## src/rtl/button_debouncer.sv

```systemverilog
// Push-button conditioner: per-bit 2-flop synchronizer, polarity normalisation,
// counter-based debounce and registered single-cycle press/release pulses.
module button_debouncer #(
  parameter int BUTTON_COUNT    = 4,
  parameter int DEBOUNCE_CYCLES = 1000000,
  parameter int ACTIVE_LOW      = 1
) (
  input  logic                    clock_50mhz,
  input  logic                    reset,
  input  logic [BUTTON_COUNT-1:0] raw_buttons,
  output logic [BUTTON_COUNT-1:0] buttons_level,
  output logic [BUTTON_COUNT-1:0] buttons_pressed,
  output logic [BUTTON_COUNT-1:0] buttons_released
);

  localparam int            CW       = $clog2(DEBOUNCE_CYCLES);
  localparam logic [CW-1:0] LAST     = CW'(DEBOUNCE_CYCLES - 1);
  localparam logic          POL      = (ACTIVE_LOW != 0);
  localparam logic [BUTTON_COUNT-1:0] RELEASED_RAW = {BUTTON_COUNT{POL}};

  typedef enum logic {ST_STABLE, ST_COUNTING} state_t;

  logic [BUTTON_COUNT-1:0] r_sync1;
  logic [BUTTON_COUNT-1:0] r_sync2;
  logic [BUTTON_COUNT-1:0] w_sample;

  state_t        r_state      [BUTTON_COUNT];
  state_t        w_state_next [BUTTON_COUNT];
  logic [CW-1:0] r_count      [BUTTON_COUNT];
  logic [CW-1:0] w_count_next [BUTTON_COUNT];

  logic [BUTTON_COUNT-1:0] w_level_next;
  logic [BUTTON_COUNT-1:0] w_pressed_next;
  logic [BUTTON_COUNT-1:0] w_released_next;

  // Synchronizer resets to the idle raw level so no phantom edge follows reset.
  always_ff @(posedge clock_50mhz or posedge reset) begin
    if (reset) begin
      r_sync1 <= RELEASED_RAW;
      r_sync2 <= RELEASED_RAW;
    end else begin
      r_sync1 <= raw_buttons;
      r_sync2 <= r_sync1;
    end
  end

  assign w_sample = r_sync2 ^ RELEASED_RAW;

  generate
    for (genvar gi = 0; gi < BUTTON_COUNT; gi++) begin : g_bit
      state_t        w_state_bit;
      logic [CW-1:0] w_count_bit;
      logic          w_level_bit;
      logic          w_pressed_bit;
      logic          w_released_bit;

      always_comb begin
        w_state_bit    = r_state[gi];
        w_count_bit    = r_count[gi];
        w_level_bit    = buttons_level[gi];
        w_pressed_bit  = 1'b0;
        w_released_bit = 1'b0;
        case (r_state[gi])
          ST_STABLE: begin
            w_count_bit = '0;
            if (w_sample[gi] != buttons_level[gi]) begin
              w_state_bit = ST_COUNTING;
              w_count_bit = CW'(1);
            end
          end
          ST_COUNTING: begin
            if (w_sample[gi] == buttons_level[gi]) begin
              w_state_bit = ST_STABLE;
              w_count_bit = '0;
            end else if (r_count[gi] == LAST) begin
              // New level has held for the full window: accept it.
              w_level_bit    = w_sample[gi];
              w_pressed_bit  = w_sample[gi];
              w_released_bit = ~w_sample[gi];
              w_state_bit    = ST_STABLE;
              w_count_bit    = '0;
            end else begin
              w_count_bit = r_count[gi] + CW'(1);
            end
          end
          default: begin
            w_state_bit = ST_STABLE;
            w_count_bit = '0;
          end
        endcase
      end

      assign w_state_next[gi]    = w_state_bit;
      assign w_count_next[gi]    = w_count_bit;
      assign w_level_next[gi]    = w_level_bit;
      assign w_pressed_next[gi]  = w_pressed_bit;
      assign w_released_next[gi] = w_released_bit;
    end
  endgenerate

  always_ff @(posedge clock_50mhz or posedge reset) begin
    if (reset) begin
      buttons_level    <= '0;
      buttons_pressed  <= '0;
      buttons_released <= '0;
      for (int i = 0; i < BUTTON_COUNT; i++) begin
        r_state[i] <= ST_STABLE;
        r_count[i] <= '0;
      end
    end else begin
      buttons_level    <= w_level_next;
      buttons_pressed  <= w_pressed_next;
      buttons_released <= w_released_next;
      for (int i = 0; i < BUTTON_COUNT; i++) begin
        r_state[i] <= w_state_next[i];
        r_count[i] <= w_count_next[i];
      end
    end
  end

endmodule

```

## config.mk

```make
export PLATFORM = sky130hd
export DESIGN_NAME = button_debouncer
export DESIGN_NICKNAME = d
export VERILOG_FILES = /design/src/rtl/button_debouncer.sv
export SDC_FILE = /design/constraint.sdc
export NUM_CORES = 1
export LEC_CHECK = 0
export ABC_CLOCK_PERIOD_IN_PS = 4300
export CAP_MARGIN = 20
export CORE_MARGIN = 5
export CORE_UTILIZATION = 49
export CTS_CLUSTER_SIZE = 20
export DETAILED_ROUTE_END_ITERATION = 7
export PLACE_DENSITY = 0.66
export SYNTH_ARGS = -nofsm -noshare
export SYNTH_HDL_FRONTEND = slang
export SYNTH_SLANG_ARGS = --single-unit
export TNS_END_PERCENT = 5
```

## constraint.sdc

```tcl
create_clock -name clock_50mhz -period 4.3 [get_ports clock_50mhz]
set_input_delay 0.43 -clock clock_50mhz [delete_from_list [all_inputs] [get_ports clock_50mhz]]
set_output_delay 0.43 -clock clock_50mhz [all_outputs]
set_load 0.01 [all_outputs]
```

==> results.md <==
Outcome:
- The run finished with clean final reports.

Drt:
- The via density per instance is roughly 5.4.
- The via count is 3467.
- The detail route stage leaves a number of antenna-violating nets equal to 0.
- The violation count after the first detailed-route iteration is 183.
- The routed wire length is between 8 and 9 mm.
- In the routed design, unresolved DRC markers number 0.
- The length of the first detailed-routing pass in iterations is 6.
- The average wire per cell in the routed design is about 14 microns.

Synth:
- The number of instances in the synthesized netlist is 481.
- The cell taking the most area after synthesis is sky130_fd_sc_hd__dfrtp_1.
- Sorting the synthesized cells by area gives the leading types as sky130_fd_sc_hd__dfrtp_1, sky130_fd_sc_hd__xnor2_1, sky130_fd_sc_hd__xor2_1, sky130_fd_sc_hd__nor2_1, sky130_fd_sc_hd__dfstp_2.
- Counting flops with an async set or reset pin after synthesis yields a share of between 90% and 100%.
- The number of synthesis warnings is 0.
- The per-instance average area after synthesis is 10.17 sq um.
- The number of storage elements in the synthesis netlist is ~100.
- The summed instance area of the synthesized netlist is 0.004892 sq mm.
- Counting flops with a built-in enable in the synthesized netlist gives 0.
- In this run the biggest area consumer among cell types represents 49.10% of the synthesized area.
- After synthesis, the netlist uses between 40 and 50 different library cells.
- The number of nets produced by synthesis is 491.
- The register area share after synthesis is 53.40%.
- By count the netlist is led by sky130_fd_sc_hd__dfrtp_1, sky130_fd_sc_hd__nor2_1, sky130_fd_sc_hd__xnor2_1, sky130_fd_sc_hd__nand2_1, sky130_fd_sc_hd__xor2_1.
- In the post-synthesis netlist, the cell with the most instances is sky130_fd_sc_hd__dfrtp_1.
- In the synthesized netlist the dominant register cell turns out to be sky130_fd_sc_hd__dfrtp_1.

Critical path:
- The cell type of the slowest stage on the worst timing path is sky130_fd_sc_hd__o31ai_4.
- The critical path crosses 4 cells after its start point.
- The highest fanout seen on the critical path is 21.
- In this run the worst setup path begins at r_count[50]$_DFF_PP0_.
- The startpoint kind of the worst setup timing path is a register.
- On the critical path the largest part of the delay comes from simple AND/OR/NAND/NOR gates.
- The destination of the worst register-to-register timing path is r_count[40]$_DFF_PP0_.
- The worst flop-to-flop path startpoint is r_count[50]$_DFF_PP0_.
- In this run the worst setup path terminates at r_count[40]$_DFF_PP0_.
- Traced cell by cell, the critical path runs through or4b_1 > or4_4 > o31ai_4 > o22ai_1.
- The category of the critical setup timing path is register to register.
- The largest stage delay on the critical path is 0.74 ns.
- The required time at the worst-slack endpoint is 4.51 ns.
- The worst setup path is captured at a register.
- For the worst flop-to-flop path, the logic depth is 4.
- The buffering stage count on the worst path with inverters included is 0.
- Data on the critical path arrives at its endpoint at roughly 2.7 ns.
- The worst-case register-to-register setup slack is 1.77 ns.

Finish:
- The area occupied by registers is 0.002613 sq mm.
- The proportion of layout cells with a drive suffix above 1 is roughly 8.7%.
- The antenna cell count is 0.
- The number of fill cells in the layout is 886.
- The finished layout holds 638 standard cells, fillers aside.
- The multi-input combinational cell area is around 0.0021 sq mm.
- In the final design database the tool counted 510 nets.
- Compared with the post-synthesis result, the final layout area differs by 10.56%.

Worst hold path:
- The cell depth of the worst hold path is 0.
- In this run the worst hold path is classified as register to register.

Global route:
- Global routing finished with a remaining overflow of 0.
- The total global-route track usage is 15.94%.
- The initial antenna violation count came to 0.
- The first global-routing pass estimated between 15 and 20 mm of wire.
- Entering global routing, the biggest net connects 88 pins.
- The via count of the first global-routing pass came to 3343.

STA:
- The highest clock rate is 394.8 MHz.
- The number of slew-limit violations in the final report is 0.
- The number of hold violations in the final report is 0.
- The worst setup margin is 1.767 ns.
- The worst-margin pin slew is ~0.88 ns.
- Headroom to the max-slew limit came out at 41.11%.
- The clock skew is approximately 0.011 ns.
- Setup violations remaining at the end of the flow were counted as 0.
- The total negative slack is 0 ns.
- The share of the clock period used by the worst path after layout is 58.91%.
- Setup repair after global routing left no endpoint under its margin.
- After layout, the minimum clock period comes to between 2 and 3 ns.

Floorplanning:
- The floorplan has 36 rows.
- Once the floorplan was initialized, standard cells occupied 50.05% of the core.
- The die covers around 0.012 sq mm.
- The floorplan step set the die height to 109.9 microns.
- In this run the standard cell core region covers 0.009774 sq mm.
- The number of top-level design ports is 18.
- Measured along the x axis, the die boundary spans 109.9 microns.

CTS:
- For this design, the CTS-stage hold fixing added 0 buffers.
- The CTS tree is built.
- The maximum level of the CTS H-tree is 3.
- The clock latency on the worst-skew pair is 0.37 ns.
- Counting along the longest clock path gives a buffer depth of 2.
- The root buffer cell is sky130_fd_sc_hd__clkbuf_8.
- Clock-pin slew was measured on the worst setup and hold paths at 0.11 ns.
- Post-CTS timing repair inserted 0 buffers for setup.
- The number of buffers created by CTS is 9.
- The clock drives 104 sinks.
- The quantity of gates resized following cts is 0.

Power and ir drop:
- The largest vdd supply drop is between 0.0001 and 0.00015 V.
- The power density over the cells is 311.4 mW/mm^2.
- The analysis attributes to cell leakage a power of 2.071 nW.
- The power consumption is 1.684 mW.

Placement:
- The total instance count after detailed placement is 621.
- Timing analysis after detailed placement gives a worst setup slack of 1.761 ns.
- The wire-length estimate of the detail-placed layout is 5.784 mm.
- The congestion estimate from routability-driven global placement came to approximately 0.79.
- The count of buffers added on input and output ports is 17.

Job:
- Max-cap violations in this run came to 0.
==> cells by family (layout without fill, tap and decap cells) <==
| family | Yosys count | in the layout | synth area share (%) |
|---|---|---|---|
| and+or+nand+nor | 223 | 223 | 24.89 |
| buffers and inverters | 36 | 60 | 3.146 |
| adders and majority gates | 4 | 4 | 1.023 |
| muxes | 2 | 2 | 0.4092 |
| DFF | 104 | 104 | 53.40 |
| xor gates and xnor gates | 58 | 58 | 10.38 |
| AOI/OAI and AO/OA | 54 | 54 | 6.752 |
==> layout make-up <==
class	count	share of cell area, %
flip-flops and latches	104	48.30
multi-input cells	341	39.30
repair buffers	22	4.210
well taps	133	3.077
clock buffers	9	2.290
inverters	22	1.573
clock inverters	7	1.249
==> power by group <==
| group | total, mW | switching [mW] | internal, mW |
|---|---|---|---|
| Clock | 0.576 | 0.353 | 0.223 |
| Combinational | 0.0902 | 0.0604 | 0.0298 |
| Sequential | 1.02 | 0.0186 | 1.00 |
==> sequential cells by signal, indices dropped and copies added (netlist names) <==
register	cells
r_state	4
buttons_pressed	4
r_count	80
r_sync1	4
buttons_level	4
r_sync2	4
buttons_released	4
==> worst min path at each step <==
stage,startpoint,to,slack (ns)
final,r_sync1[3]$_DFF_PP1_,r_sync2[3]$_DFF_PP1_,0.36
after global routing,r_sync1[0]$_DFF_PP1_,r_sync2[0]$_DFF_PP1_,0.37
after CTS,r_sync1[3]$_DFF_PP1_,r_sync2[3]$_DFF_PP1_,0.36
after detailed placement,r_sync1[2]$_DFF_PP1_,r_sync2[2]$_DFF_PP1_,0.35
after global placement,r_sync1[3]$_DFF_PP1_,r_sync2[3]$_DFF_PP1_,0.35
after floorplan,r_sync1[0]$_DFF_PP1_,r_sync2[0]$_DFF_PP1_,0.35
==> per-stage QoR <==
step                      utilization, %  area, sq um  hold WS, ns
after global placement             53.10         5190       0.3462
after CTS                          55.06         5381       0.3631
final                              55.34         5409       0.3629
after floorplan                        -         4892       0.3452
after global routing               55.34         5409       0.3695
after detailed placement           53.10         5190       0.3478
==> layout by cell type, fill, tap and decap left out, drive strengths merged, types with 4 or more instances in the layout <==
cell type / netlist / routed
dfrtp: 96 / 96
nor2: 60 / 60
xnor2: 30 / 30
nand4: 29 / 29
nand2: 28 / 28
xor2: 28 / 28
inv: 22 / 24
nand3: 21 / 21
a21oi: 20 / 20
clkdlybuf4s50: 0 / 17
o21ai: 17 / 17
nor4: 17 / 17
or3: 15 / 15
nor3: 12 / 12
clkbuf: 10 / 9
dfstp: 8 / 8
or4: 8 / 8
and3: 6 / 6
and2: 6 / 6
and4: 5 / 5
o31ai: 5 / 5
buf: 4 / 5
nor4b: 4 / 4
o22ai: 4 / 4
ha: 4 / 4
clkinv: 0 / 4
==> routing by layer <==
layer | up-vias | wire (microns) | global-route usage [%]
li1 | 1741 | - | -
met1 | 1671 | 4260 | 21.51
met2 | 43 | 4069 | 25.35
met3 | 12 | 278 | 4.110
met4 | 0 | 103 | 4.720
met5 | - | 0 | 0
Power figures use the tool's default switching activity.
